**config.mk**
```make
export PLATFORM = sky130hd
export DESIGN_NAME = axis_lutram_fifo
export DESIGN_NICKNAME = d
export VERILOG_FILES = /design/src/rtl/axis_lutram_fifo_pkg.sv /design/src/rtl/axis_lutram_fifo_sdp_lut_ram.sv /design/src/rtl/axis_lutram_fifo.sv
export SDC_FILE = /design/constraint.sdc
export NUM_CORES = 1
export LEC_CHECK = 0
export ABC_AREA = 1
export BUFFER_PORTS_ARGS = -buffer_cell sky130_fd_sc_hd__buf_4
export CORE_ASPECT_RATIO = 0.5
export CORE_UTILIZATION = 65
export DETAILED_ROUTE_END_ITERATION = 16
export PLACE_DENSITY = 0.83
export SETUP_SLACK_MARGIN = 0.1
export SYNTH_ARGS = -nofsm -noshare
export SYNTH_HDL_FRONTEND = slang
export SYNTH_HIERARCHICAL = 1
export SYNTH_SLANG_ARGS = --single-unit
```
**constraint.sdc**
```tcl
create_clock -name clk -period 6.85 [get_ports clk]
set_input_delay 1.37 -clock clk [delete_from_list [all_inputs] [get_ports clk]]
set_output_delay 1.37 -clock clk [all_outputs]
set_load 0.03 [all_outputs]
```
**src/rtl/axis_lutram_fifo_pkg.sv**
```systemverilog
// Shared pointer helpers for axis_lutram_fifo; optional tlast path is enabled by AXIS_LUTRAM_FIFO_TLAST_EN.
package axis_lutram_fifo_pkg;

    localparam int unsigned PTR_CMP_W = 16;

    function automatic logic ptrs_empty(input logic [PTR_CMP_W-1:0] wr_ptr,
                                        input logic [PTR_CMP_W-1:0] rd_ptr);
        return wr_ptr == rd_ptr;
    endfunction

    // Full means the wrap flags differ while the RAM address bits match.
    function automatic logic ptrs_full(input logic [PTR_CMP_W-1:0] wr_ptr,
                                       input logic [PTR_CMP_W-1:0] rd_ptr,
                                       input int unsigned           addr_width);
        logic [PTR_CMP_W-1:0] diff;
        diff = wr_ptr ^ rd_ptr;
        return diff == (PTR_CMP_W'(1) << addr_width);
    endfunction

endpackage

```
**src/rtl/axis_lutram_fifo_sdp_lut_ram.sv**
```systemverilog
// Simple dual-port LUT RAM: synchronous write, asynchronous read, contents never reset.
// Word width is set by the parent (wider when AXIS_LUTRAM_FIFO_TLAST_EN is defined).
module sdp_lut_ram #(
    parameter int unsigned WIDTH      = 8,
    parameter int unsigned ADDR_WIDTH = 4
) (
    input  logic                  clk,
    input  logic                  wr_en,
    input  logic [ADDR_WIDTH-1:0] wr_addr,
    input  logic [WIDTH-1:0]      wr_data,
    input  logic [ADDR_WIDTH-1:0] rd_addr,
    output logic [WIDTH-1:0]      rd_data
);

    logic [WIDTH-1:0] mem_q [2**ADDR_WIDTH];

    always_ff @(posedge clk) begin
        if (wr_en) begin
            mem_q[wr_addr] <= wr_data;
        end
    end

    assign rd_data = mem_q[rd_addr];

endmodule

```
**src/rtl/axis_lutram_fifo.sv**
```systemverilog
// AXI-Stream FIFO around an SDP LUT RAM with 1-cycle fall-through and no output register.
// Define AXIS_LUTRAM_FIFO_TLAST_EN to carry tlast alongside tdata.
module axis_lutram_fifo
    import axis_lutram_fifo_pkg::*;
#(
    parameter int unsigned DATA_WIDTH = 8,
    parameter int unsigned ADDR_WIDTH = 4
) (
    input  logic                  clk,
    input  logic                  rst,
    input  logic [DATA_WIDTH-1:0] s_tdata,
    input  logic                  s_tvalid,
    output logic                  s_tready,
`ifdef AXIS_LUTRAM_FIFO_TLAST_EN
    input  logic                  s_tlast,
    output logic                  m_tlast,
`endif
    output logic [DATA_WIDTH-1:0] m_tdata,
    output logic                  m_tvalid,
    input  logic                  m_tready,
    output logic [ADDR_WIDTH:0]   count
);

    localparam int unsigned PTR_W = ADDR_WIDTH + 1;
`ifdef AXIS_LUTRAM_FIFO_TLAST_EN
    localparam int unsigned WORD_W = DATA_WIDTH + 1;
`else
    localparam int unsigned WORD_W = DATA_WIDTH;
`endif

    logic [PTR_W-1:0]  wr_ptr_q, wr_ptr_d;
    logic [PTR_W-1:0]  rd_ptr_q, rd_ptr_d;
    logic              full, empty, push, pop;
    logic [WORD_W-1:0] wr_word, rd_word;

    assign empty = ptrs_empty(PTR_CMP_W'(wr_ptr_q), PTR_CMP_W'(rd_ptr_q));
    assign full  = ptrs_full(PTR_CMP_W'(wr_ptr_q), PTR_CMP_W'(rd_ptr_q), ADDR_WIDTH);

    assign s_tready = !full && !rst;
    assign m_tvalid = !empty;
    assign push     = s_tvalid && s_tready;
    assign pop      = m_tvalid && m_tready;

    assign wr_ptr_d = push ? wr_ptr_q + PTR_W'(1) : wr_ptr_q;
    assign rd_ptr_d = pop  ? rd_ptr_q + PTR_W'(1) : rd_ptr_q;

    // Modular subtraction gives occupancy directly, including across wrap.
    assign count = wr_ptr_q - rd_ptr_q;

    always_ff @(posedge clk) begin
        if (rst) begin
            wr_ptr_q <= '0;
            rd_ptr_q <= '0;
        end else begin
            wr_ptr_q <= wr_ptr_d;
            rd_ptr_q <= rd_ptr_d;
        end
    end

`ifdef AXIS_LUTRAM_FIFO_TLAST_EN
    assign wr_word = {s_tlast, s_tdata};
    assign m_tdata = rd_word[DATA_WIDTH-1:0];
    assign m_tlast = rd_word[DATA_WIDTH];
`else
    assign wr_word = s_tdata;
    assign m_tdata = rd_word;
`endif

    sdp_lut_ram #(
        .WIDTH      (WORD_W),
        .ADDR_WIDTH (ADDR_WIDTH)
    ) u_ram (
        .clk     (clk),
        .wr_en   (push),
        .wr_addr (wr_ptr_q[ADDR_WIDTH-1:0]),
        .wr_data (wr_word),
        .rd_addr (rd_ptr_q[ADDR_WIDTH-1:0]),
        .rd_data (rd_word)
    );

endmodule
```
==> results.cfg <==
[routing]
via_per_inst = 5.75
first_pass_iters = 7
routed_wl_um = 14800
drtAntennaViolNets = 0
drc = 0
vias = 4730
drtIter0Drc = 783
wl_per_cell_um = 18.0

[synthesis]
synthArstFlopShare = 0
yosysSeqAreaShare = 0.638
synth-edff-count = 128
synth_top_family_by_area = simple AND/OR/NAND/NOR gates
synth-warning-count = 6
synthAdderAreaFrac = 0.0150
synth_seq_cells = 138
syn_avg_cell_area_um2 = 9.73
muxShareOfSynthArea = 0
synth_area_um2 = 6330
ys.flop_type = edfxtp_1
synthCells = 651
synth_compound_area_frac = 0.00553
yosys.area_share.simple = 0.239
synthDistinctLibCells = 26
synth-xor-area-share = 0.00553
synth_fp_nets = 670

[power_and_ir_drop]
internal-power_mw = 1.66
p_clk_frac = 0.408
power_mw = 2.31
leakagePower_nw = 3.12
power_density_nw_per_um2 = 322
p_sw_mw = 0.644
peakVddDrop_mv = 0.189
seqPwrFrac = 0.406
sw_frac_of_total = 0.279
combinationalPowerShare = 0.186

[global_routing]
grt_pass1_vias = 4400
grt_first_pass_wirelength_um = 22900
grt_max_degree = 67
grt_antenna_before_repair = 0
gr-total-overflow = 0
grt_util_all_layers = 0.314

[sta]
layout_min_cycle_time_ns = 4.38
drv_slew = 0
hold_viol_final = 0
rsz0062_at_grt = no
setup_tns_ns = 0
finalSetupViolations = 0
finClkSkew_ns = 0.00687
period_share = 0.639
holdWs_ns = 0.534
clock.fmax_mhz = 228
worst_slack_ns = 2.47
timing.slew.headroom = 0.256
worstMarginPinSlew_ns = 1.11

[cts]
numClockSinks = 138
clockBufferDepth = 2
cts_resized = 0
cts_setup_buffers = 0
cts-htree-levels = 4
root_buffer = clkbuf_16
cts_made_buffers = 17
path_clk_slew_ns = 0.06
cts_tree = done
clock_latency_ns = 0.41
cts_hold_buffers = 0

[critical_path]
slowest_stage = inv_2
critPathMaxFanout = 66
worstPathArrival_ns = 3.01
path_class = reg -> out
cpPeakStageDelay_ns = 0.64
crit_required_ns = 5.48
cp-start-kind = register
cp-end-kind = output port
path_cells = buf_4 > inv_2 > nand2_1 > nand3_1 > nand3_1 > nand3_1 > nand2_1 > buf_4
cpMostUsedCell = nand3_1
r2r_slack_ns = 3.72

[final_layout]
diodes = 0
synthToLayoutAreaGrowth_pct = 13.1
drive_gt1_frac = 0.102
instances_no_fill = 822
nets = 694

[floorplanning]
die_w_um = 142
die_y_um = 71.8
die-area_um2 = 10200
start_util = 0.671
rows = 25
io_pins = 27
coreArea_um2 = 9450

[min_path]
hold_path.class = reg -> reg

[placed_design]
gp_congestion = 0.835
post-dp-hpwl_um = 8500
dpl_worst_slack_ns = 3.07
io_buffers = 26
dp_cells = 791

[outcome]
status = finished, final reports clean

[job]
maxCapViolations = 0
## flip-flops by register name, summed over array words and instances, names as in the netlist
register / count
u_ram/mem_q: 128
wr_ptr_q: 5
rd_ptr_q: 5
## synth_stat cells, types with 2 or more instances
master	instances	area, um^2
nand2_2	3	18.8
buf_2	13	65.1
nand3b_1	2	15.0
xor2_1	3	26.3
nand4_1	4	25.0
buf_4	4	30.0
inv_2	3	11.3
nand2_1	202	758
inv_1	113	424
buf_6	6	67.6
a21oi_1	5	25.0
nand2_4	2	22.5
nor2_1	30	113
ha_1	6	75.1
nand3_1	106	531
nor3_1	2	10.0
edfxtp_1	128	3840
dfxtp_1	10	200
o21ai_0	2	10.0
## path summary, 6_finish.rpt
check,from,to,cells past startpoint
worst max-delay path,rd_ptr_q[0]$_SDFFE_PP0P_,m_tdata[4],8
worst min-delay path,rd_ptr_q[4]$_SDFFE_PP0P_,rd_ptr_q[4]$_SDFFE_PP0P_,2
worst max register to register,rd_ptr_q[1]$_SDFFE_PP0P_,u_ram/mem_q[10][3]$_DFFE_PP_,10
worst min register to register,rd_ptr_q[4]$_SDFFE_PP0P_,rd_ptr_q[4]$_SDFFE_PP0P_,2
## critical path, delay by kind of cell (launching register included)
kind | cells | cell delay (ns)
buffers and inverters | 3 | 1.39
and+or+nand+nor | 5 | 0.76
DFF | 1 | 0.38
## kinds of logic (layout without fill, tap and decap cells)
| logic type | count (synthesis) | count (layout) |
|---|---|---|
| buffers and inverters | 142 | 178 |
| AND/OR/NAND/NOR | 353 | 353 |
| AO/OA/AOI/OAI | 7 | 7 |
| adder cells (fa/ha/maj) | 7 | 7 |
| flip-flops | 138 | 138 |
| XOR/XNOR | 4 | 4 |
## power groups by stage
| stage | Combinational, mW | Clock, mW | Sequential, mW |
|---|---|---|---|
| 6_report | 0.430 | 0.943 | 0.937 |
| 5_1_grt | 0.463 | 0.982 | 0.938 |
| 4_1_cts | 0.424 | 0.944 | 0.937 |
| 3_5_place_dp | 0.416 | 0 | 0.954 |
| 3_3_place_gp | 0.406 | 0 | 0.954 |
| 2_1_floorplan | 0.306 | 0 | 0.956 |
## placed cells by master, fill, tap and decap left out
| cell type | netlist | layout |
|---|---|---|
| nand2_1 | 202 | 202 |
| edfxtp_1 | 128 | 128 |
| inv_1 | 113 | 113 |
| nand3_1 | 106 | 106 |
| nor2_1 | 30 | 30 |
| buf_4 | 4 | 30 |
| clkbuf_16 | 0 | 17 |
| dfxtp_1 | 10 | 9 |
| ha_1 | 6 | 6 |
| a21oi_1 | 5 | 5 |
| nand4_1 | 4 | 4 |
| bufinv_16 | 0 | 4 |
| inv_2 | 3 | 3 |
| nand2_2 | 3 | 3 |
| xor2_1 | 3 | 3 |
| clkinvlp_4 | 0 | 3 |
| nor3_1 | 2 | 2 |
| o21ai_0 | 2 | 2 |
| nand2_4 | 2 | 2 |
| clkinv_1 | 0 | 2 |
| clkinv_2 | 0 | 2 |
| clkinv_4 | 0 | 2 |
| nand3b_1 | 2 | 2 |
| nor2_4 | 1 | 1 |
| nand3_2 | 1 | 1 |
| xnor2_1 | 1 | 1 |
| inv_4 | 1 | 1 |
| fa_1 | 1 | 1 |
| clkbuf_1 | 1 | 1 |
| dfxtp_2 | 0 | 1 |
## layer usage
metal / vias up / GRT usage / part of all wire
met4: 0 / 0.135 / 0.024
met2: 343 / 0.489 / 0.46
met3: 44 / 0.0775 / 0.11
li1: 2144 / - / -
met1: 2199 / 0.428 / 0.41
met5: - / 0 / 0
## final cells by class
cell class,count,area [um^2]
Clock inverter,13,178
Sequential cell,138,4050
Tap cell,135,169
Timing Repair Buffer,30,225
Multi-Input combinational cell,371,1680
Inverter,117,442
Clock buffer,18,429
Fill cell,607,2280
## per-stage QoR
stage	cell area, um^2	utilization
after global routing	7170	0.759
after CTS	7170	0.759
after floorplan	6330	-
after global placement	6560	0.694
final	7170	0.759
after detailed placement	6560	0.694
Power figures use the tool's default switching activity.
